`src/rtl/fsk_tone_ctrl.sv`:
```
// FSK tone sequencer: one tone per symbol, symbol tick, underrun flag.
// Define FSK_CONT_PHASE_EN to keep the tone level across symbol loads.
module fsk_tone_ctrl #(
  parameter int DIV_W    = 11,
  parameter int DIV1_DEF = 4,
  parameter int DIV2_DEF = 8,
  parameter int SYM_DEF  = 1024
) (
  input  logic             in_clk,
  input  logic             reset,
  input  logic             cfg_valid,
  output logic             cfg_ready,
  input  logic [1:0]       cfg_sel,
  input  logic [DIV_W-1:0] cfg_data,
  input  logic             start,
  input  logic             stop,
  input  logic             bit_valid,
  output logic             bit_ready,
  input  logic             bit_in,
  output logic             tone_out,
  output logic             sym_tick,
  output logic             underrun,
  output logic             busy
);

  typedef enum logic [1:0] {IDLE, LOAD, SYM} state_t;

  localparam logic [DIV_W-1:0] ONE = DIV_W'(1);
  localparam logic [DIV_W-1:0] TWO = DIV_W'(2);

  state_t           state, state_nx;
  logic [DIV_W-1:0] div1, div2, sym_len;
  logic [DIV_W-1:0] sym_cnt, tone_cnt;
  logic [DIV_W-1:0] h_cur, h_new;
  logic             cur_bit, stop_pend, stop_req;
  logic             load, to_idle, to_load, cfg_wr;

  assign h_cur = cur_bit ? div2 : div1;
  assign h_new = bit_in ? div2 : div1;
  assign busy  = (state != IDLE);

  always_ff @(posedge in_clk or posedge reset) begin
    if (reset) state <= IDLE;
    else       state <= state_nx;
  end

  always_comb begin
    state_nx  = state;
    cfg_ready = 1'b0;
    bit_ready = 1'b0;
    sym_tick  = 1'b0;
    load      = 1'b0;
    to_idle   = 1'b0;
    to_load   = 1'b0;
    cfg_wr    = 1'b0;
    stop_req  = stop_pend | stop;
    unique case (state)
      IDLE: begin
        cfg_ready = 1'b1;
        cfg_wr    = cfg_valid;
        if (start) state_nx = LOAD;
      end
      LOAD: begin
        bit_ready = ~stop_req;
        if (stop_req) begin
          to_idle  = 1'b1;
          state_nx = IDLE;
        end else if (bit_valid) begin
          load     = 1'b1;
          state_nx = SYM;
        end
      end
      SYM: begin
        if (sym_cnt == ONE) begin
          sym_tick  = 1'b1;
          bit_ready = ~stop_req;
          if (stop_req) begin
            to_idle  = 1'b1;
            state_nx = IDLE;
          end else if (bit_valid) begin
            load = 1'b1;
          end else begin
            to_load  = 1'b1;
            state_nx = LOAD;
          end
        end
      end
      default: state_nx = IDLE;
    endcase
  end

  // Zero would stall the down-counters, so it is clamped on write.
  always_ff @(posedge in_clk or posedge reset) begin
    if (reset) begin
      div1    <= DIV_W'(DIV1_DEF);
      div2    <= DIV_W'(DIV2_DEF);
      sym_len <= DIV_W'(SYM_DEF);
    end else if (cfg_wr) begin
      unique case (cfg_sel)
        2'd0: div1 <= (cfg_data == '0) ? ONE : cfg_data;
        2'd1: div2 <= (cfg_data == '0) ? ONE : cfg_data;
        2'd2: sym_len <= (cfg_data < TWO) ? TWO : cfg_data;
        default: ;
      endcase
    end
  end

  always_ff @(posedge in_clk or posedge reset) begin
    if (reset) begin
      sym_cnt   <= '0;
      tone_cnt  <= '0;
      cur_bit   <= 1'b0;
      tone_out  <= 1'b0;
      underrun  <= 1'b0;
      stop_pend <= 1'b0;
    end else begin
      underrun <= to_load;
      if (to_idle || state == IDLE) stop_pend <= 1'b0;
      else if (stop)                stop_pend <= 1'b1;
      if (load) begin
        cur_bit  <= bit_in;
        sym_cnt  <= sym_len;
        tone_cnt <= h_new;
`ifdef FSK_CONT_PHASE_EN
        tone_out <= tone_out;
`else
        tone_out <= 1'b0;
`endif
      end else if (state == SYM && !to_idle && !to_load) begin
        sym_cnt <= sym_cnt - ONE;
        if (tone_cnt == ONE) begin
          tone_out <= ~tone_out;
          tone_cnt <= h_cur;
        end else begin
          tone_cnt <= tone_cnt - ONE;
        end
      end else begin
        tone_out <= 1'b0;
      end
    end
  end

endmodule

```
`config.mk`:
```
export PLATFORM = sky130hd
export DESIGN_NAME = fsk_tone_ctrl
export DESIGN_NICKNAME = d
export VERILOG_FILES = /design/src/rtl/fsk_tone_ctrl.sv
export SDC_FILE = /design/constraint.sdc
export NUM_CORES = 1
export LEC_CHECK = 0
export CAP_MARGIN = 25
export CORE_MARGIN = 2
export CORE_UTILIZATION = 59
export CTS_CLUSTER_DIAMETER = 50
export DETAILED_ROUTE_END_ITERATION = 8
export PLACE_DENSITY = 0.8
export SETUP_SLACK_MARGIN = 0.02
export SYNTH_ARGS = -nofsm -noshare
export SYNTH_HDL_FRONTEND = slang
export SYNTH_SLANG_ARGS = --single-unit
```
`constraint.sdc`:
```
create_clock -name in_clk -period 2.59 [get_ports in_clk]
set_input_delay 0.259 -clock in_clk [delete_from_list [all_inputs] [get_ports in_clk]]
set_output_delay 0.259 -clock in_clk [all_outputs]
set_load 0.005 [all_outputs]
```
After elaboration in Yosys (flattened, before gate mapping)
Cells that the tools add are included.
{ "word_totals": {"reg_bits": 61, "input_bits": 20, "output_inout_bits": 6, "wordCells": 80} }
{ "classes": {"n_addsub": 2, "magnitude_cmp": 1, "eq_ne": 11, "muxes": 38, "n_bitwise": 3, "reduce_logical": 15} }
{ "op_table": {"columns": ["cell", "n"], "rows": [
  ["two-way mux 11 bit", 9],
  ["equality test 11 x 1 -> 1 bit (second input constant)", 2],
  ["subtractor 11 x 1 -> 11 bit (second input constant)", 2],
  ["two-way mux 1 bit", 19],
  ["two-way mux 2 bit", 6],
  ["logical NOT 11 bit", 1],
  ["< comparator 11 x 2 -> 1 bit (second input constant)", 1],
  ["!= test 3 bit (second input constant)", 2],
  ["one-hot mux 1 bit (2 select lines)", 3],
  ["one-hot mux 2 bit (3 select lines)", 1],
  ["AND reduction 2 bit", 3],
  ["nonzero test 2 bit", 3],
  ["equality test 2 x 1 -> 1 bit (second input constant)", 2],
  ["equality test 2 bit (second input constant)", 2],
  ["logical NOT 2 bit", 2],
  ["!= test 2 bit (second input constant)", 2],
  ["AND reduction 4 bit", 1],
  ["!= test 3 x 2 -> 1 bit (second input constant)", 1],
  ["logical AND 1 bit", 2],
  ["logical NOT 1 bit", 2],
  ["NOT 1 bit", 2],
  ["logical OR 1 bit", 1],
  ["OR 1 bit", 1]
]} }

Depth between registers and ports, before layout
{ "logic_depth": {"ltp_word": 9, "depth_mapped": 10, "mapped_depth_nobuf": 7} }

Worst setup path before layout
No wires, ideal clock.
{ "synth_timing": {"path_kind": "reg-to-reg", "start": "reg sym_cnt[1]", "end": "reg tone_cnt[3]", "setup_ns": 0.126, "t_arrival_ns": 2.153, "required_time_ns": 2.464, "setup_slack_ns": 0.311, "path_stages_with_launch": 10, "path_buffers": 2, "period_less_slack_ns": 2.279, "cell_sequence": "dfrtp_1 inv_1 ha_1 or4b_1 o311ai_4 and2_1 buf_4 buf_4 o22ai_1 a221o_1"} }
{ "synth_via": {"elab_chain_len": 7, "elab_cells_between_ends": 13, "classes_between": "eq/ne (1); mux (7); reduce/logical (5)"} }
{ "synth_rtl": {"columns": ["element", "line_no", "source"], "rows": [
  ["from (decl)", "33", "logic [DIV_W-1:0] sym_cnt, tone_cnt;"],
  ["from (signal assigned)", "122", "sym_cnt <= sym_len;"],
  ["from (signal assigned)", "130", "sym_cnt <= sym_cnt - ONE;"],
  ["equality test 11 x 1 -> 1 bit (*)", "74", "if (sym_cnt == ONE) begin"],
  ["two-way mux 1 bit", "74", null],
  ["one-hot mux 1 bit (2 select lines)", "57", "unique case (state)"],
  ["logical NOT 1 bit", "129", "end else if (state == SYM && !to_idle && !to_load) begin"],
  ["logical AND 1 bit (2 in series)", "129", null],
  ["nonzero test 2 bit (no line)", null, null],
  ["to (signal assigned)", "123", "tone_cnt <= h_new;"],
  ["to (signal assigned)", "133", "tone_cnt <= h_cur;"],
  ["to (signal assigned)", "135", "tone_cnt <= tone_cnt - ONE;"],
  ["to (decl)", "33", null]
]} }
Mark *: on every way between the ends. The rest lies on a longest branch, timed or not.
A chain may end at the register's enable or synchronous reset.

Worst setup path after layout
{ "layout_timing": {"start": "reg sym_cnt[1]", "end": "reg tone_cnt[5]"} }
The elaborated chain is that of the path after synthesis.

==> run metrics <==
Worst-Margin Slew 0.652 ns; fin. max-slew vios 0; vias in the first global route 2,820; sequential cell area 1530 sq um; most used cell, CP buf_4; hold crit path type in2async; gr ovfl total 0; Critical Path Max Stage Delay 0.49 ns; Setup crit start kind flip-flop; Switching Fraction 0.396; Synth Warn # 0; CP max FO 13; hpwl dp 5990 microns; worst path required time 2.80 ns; DR iter-0 viols 302; proportion of synthesized chip area in sequential cells 0.441; critical path class reg2reg; WP data arrival 2.63 ns; drt total wl 8800 microns; Placed Cells 434; Net Sw Power 2090 uW; pre-CTS setup slack 0.120 ns; crit-path cells inv_2 -> ha_1 -> or4b_4 -> buf_4 -> o311ai_4 -> buf_4 -> nand2_1 -> buf_4 -> a22oi_1 -> o221ai_1; Core Footprint 5610 sq um; worst skew pair latency 0.36 ns; setup slack after layout 0.174 ns; DRC violations left 0; total global-route track usage 0.299; Synth area leaders dfrtp_1 (42%), mux2_2 (12%), mux2i_1 (4.9%), ha_1 (2.9%), nand2_1 (2.8%); first-pass GRT wire length 14,400 microns; Clock Power Share 0.201; Via-to-Cell Ratio 6.49; Pleak 0.00180 uW; Cell Count, Final, Fillers Out 456; layout cells sized above 1 0.260; CTS Root Cell clkbuf_8; number of synthesized register bits 61; drt pass-1 iters 5; share of the synthesized area in the top cell type 0.418; Hold Fails Final Rpt 0; period utilisation layout 0.933; sequential power share 0.352; mapped cell area 3470 sq um; Core Rows 27; status finished clean; # setup viols final 0; worst vdd ir 0.733 mV; die height 80.7 microns; area leader, netlist dfrtp_1; IO Pins 26; largest net degree at the start of global routing 30; CTS tree done; Multi-input gate area 1830 sq um; FILL cells 391; Num CTS Buffers 9; Antenna diodes 0; fin crit period 2.42 ns; Port-buffer cells 25; Syn Nets 359; Detail Route Antenna Nets 0; Clock Sinks 61; Routed WL per cell 19.3 microns; post-synthesis instance total 331; number of max-cap violations 0; RSZ-0062 raised after global routing false; maximum clock frequency 414 MHz; Post-synth EDFFs 0; Pint 3180 uW; Clock Pin Slew Worst Setup and Hold Paths 0.08 ns; clock tree buffer depth 2; CP max stage cell or4b_4; Die X 80.7 microns; Final nets 407; Die ar. 6510 sq um; clock skew 0.0124 ns; initial antenna violation count 0; post-synthesis cell type count 56; H-tree Lvls 3; Power Density 1250 nW/um^2; critical path endpoint category flip-flop; synth-to-layout area growth 21.2%; Top FF cell, synth dfrtp_1; Slew headroom 0.565; via count 2,961; Initial Util 0.619; CTS Hold Bufs 0; Comb pwr share 0.447; Avg Cell Area, Syn 10.5 sq um; RD Place Congestion 0.833; Synth async-reset ratio 1.00
## cells in the mapped netlist, drive strengths merged, types with 7 or more instances
library cell / count
a22oi: 7
o21ai: 12
ha: 8
nand2: 26
a21oi: 13
buf: 7
nor2: 23
inv: 17
nor3: 8
mux2: 37
dfrtp: 58
mux2i: 17
nand3: 7
clkbuf: 8
## cell usage in the layout (no fill, tap or decap), types with 7 or more instances in the layout
master,count
o21ai_0,10
buf_4,27
clkbuf_8,9
dfrtp_1,58
inv_1,15
mux2i_1,17
nor2_1,23
nand2_1,26
nand3_1,7
a21oi_1,13
ha_1,7
clkdlybuf4s50_1,23
mux2_2,36
nor3_1,8
a22oi_1,7
## cells by family after synthesis
logic type / after synthesis / synth area share
AND/OR/NAND/NOR: 95 / 0.147
AO/OA/AOI/OAI: 79 / 0.169
flip-flops: 61 / 0.441
multiplexers: 54 / 0.170
buffers and inverters: 32 / 0.0393
adder cells (fa/ha/maj): 8 / 0.0288
XOR/XNOR: 2 / 0.00505
## final cells by class
| type | count | share of cell area |
|---|---|---|
| Tap cell | 72 | 0.0214 |
| Multi-Input combinational cell | 238 | 0.435 |
| Clock inverter | 7 | 0.0288 |
| Timing Repair Buffer | 52 | 0.106 |
| Sequential cell | 61 | 0.364 |
| Clock buffer | 9 | 0.0294 |
| Inverter | 17 | 0.0152 |
## through the flow
stage	hold WS, ns	power, uW	instance area [sq um]	TNS, ns	util
finish	0.287	5270	4210	0	0.750
detailed placement	0.486	4040	3900	0	0.696
global placement	0.482	3930	3900	0	0.696
global route	0.343	5580	4210	0	0.750
floorplan	0.399	3350	3470	0	-
CTS	0.296	5210	4200	-0.000274	0.748
## state kept, by name (all words and copies together), names as in the netlist
signal,flops
cur_bit,1
div1,11
div2,11
state,2
stop_pend,1
sym_cnt,11
sym_len,11
tone_cnt,11
tone_out,1
underrun,1
## path summary, 6_finish.rpt
path	end	slack (ns)	startpoint	cells after the start
min in group in_clk	sym_len[0]	0.50	cfg_data[0]	3
max in group asynchronous	div1[2]	1.56	reset	3
setup / recovery	tone_cnt[5]	0.17	sym_cnt[1]	10
hold / removal	sym_cnt[10]	0.29	reset	2
setup reg to reg	tone_cnt[5]	0.17	sym_cnt[1]	10
hold reg to reg	sym_len[0]	0.51	sym_len[0]	2
## per-layer routing
layer	GRT usage	wire length, microns	vias up
met5	0	0	-
met4	0.129	261	0
met3	0.0629	547	24
met2	0.459	4140	145
met1	0.413	3860	1439
li1	-	-	1353
## repair_timing
item / CTS / global route
gates cloned: 0 / 0
endpoints found under the setup margin: 2 / 13
resized for setup: 5 / 5
pin swaps: 1 / 1
setup buffers: 5 / 1
## power by group through the flow
stage	Clock (uW)	Combinational, uW	Sequential [uW]
2_1_floorplan	0	1660	1690
3_3_place_gp	0	2130	1800
3_5_place_dp	0	2210	1840
4_1_cts	1070	2310	1840
5_1_grt	1110	2570	1900
6_report	1060	2360	1860
## worst max-delay path, delay by kind of cell, from the launching register on
family | cells | cell delay [ns]
and+or+nand+nor | 2 | 0.56
buffers and inverters | 4 | 0.59
adders and majority gates | 1 | 0.14
DFF | 1 | 0.40
AOI/OAI and AO/OA | 3 | 0.58
(Power assumes the default switching activity.)
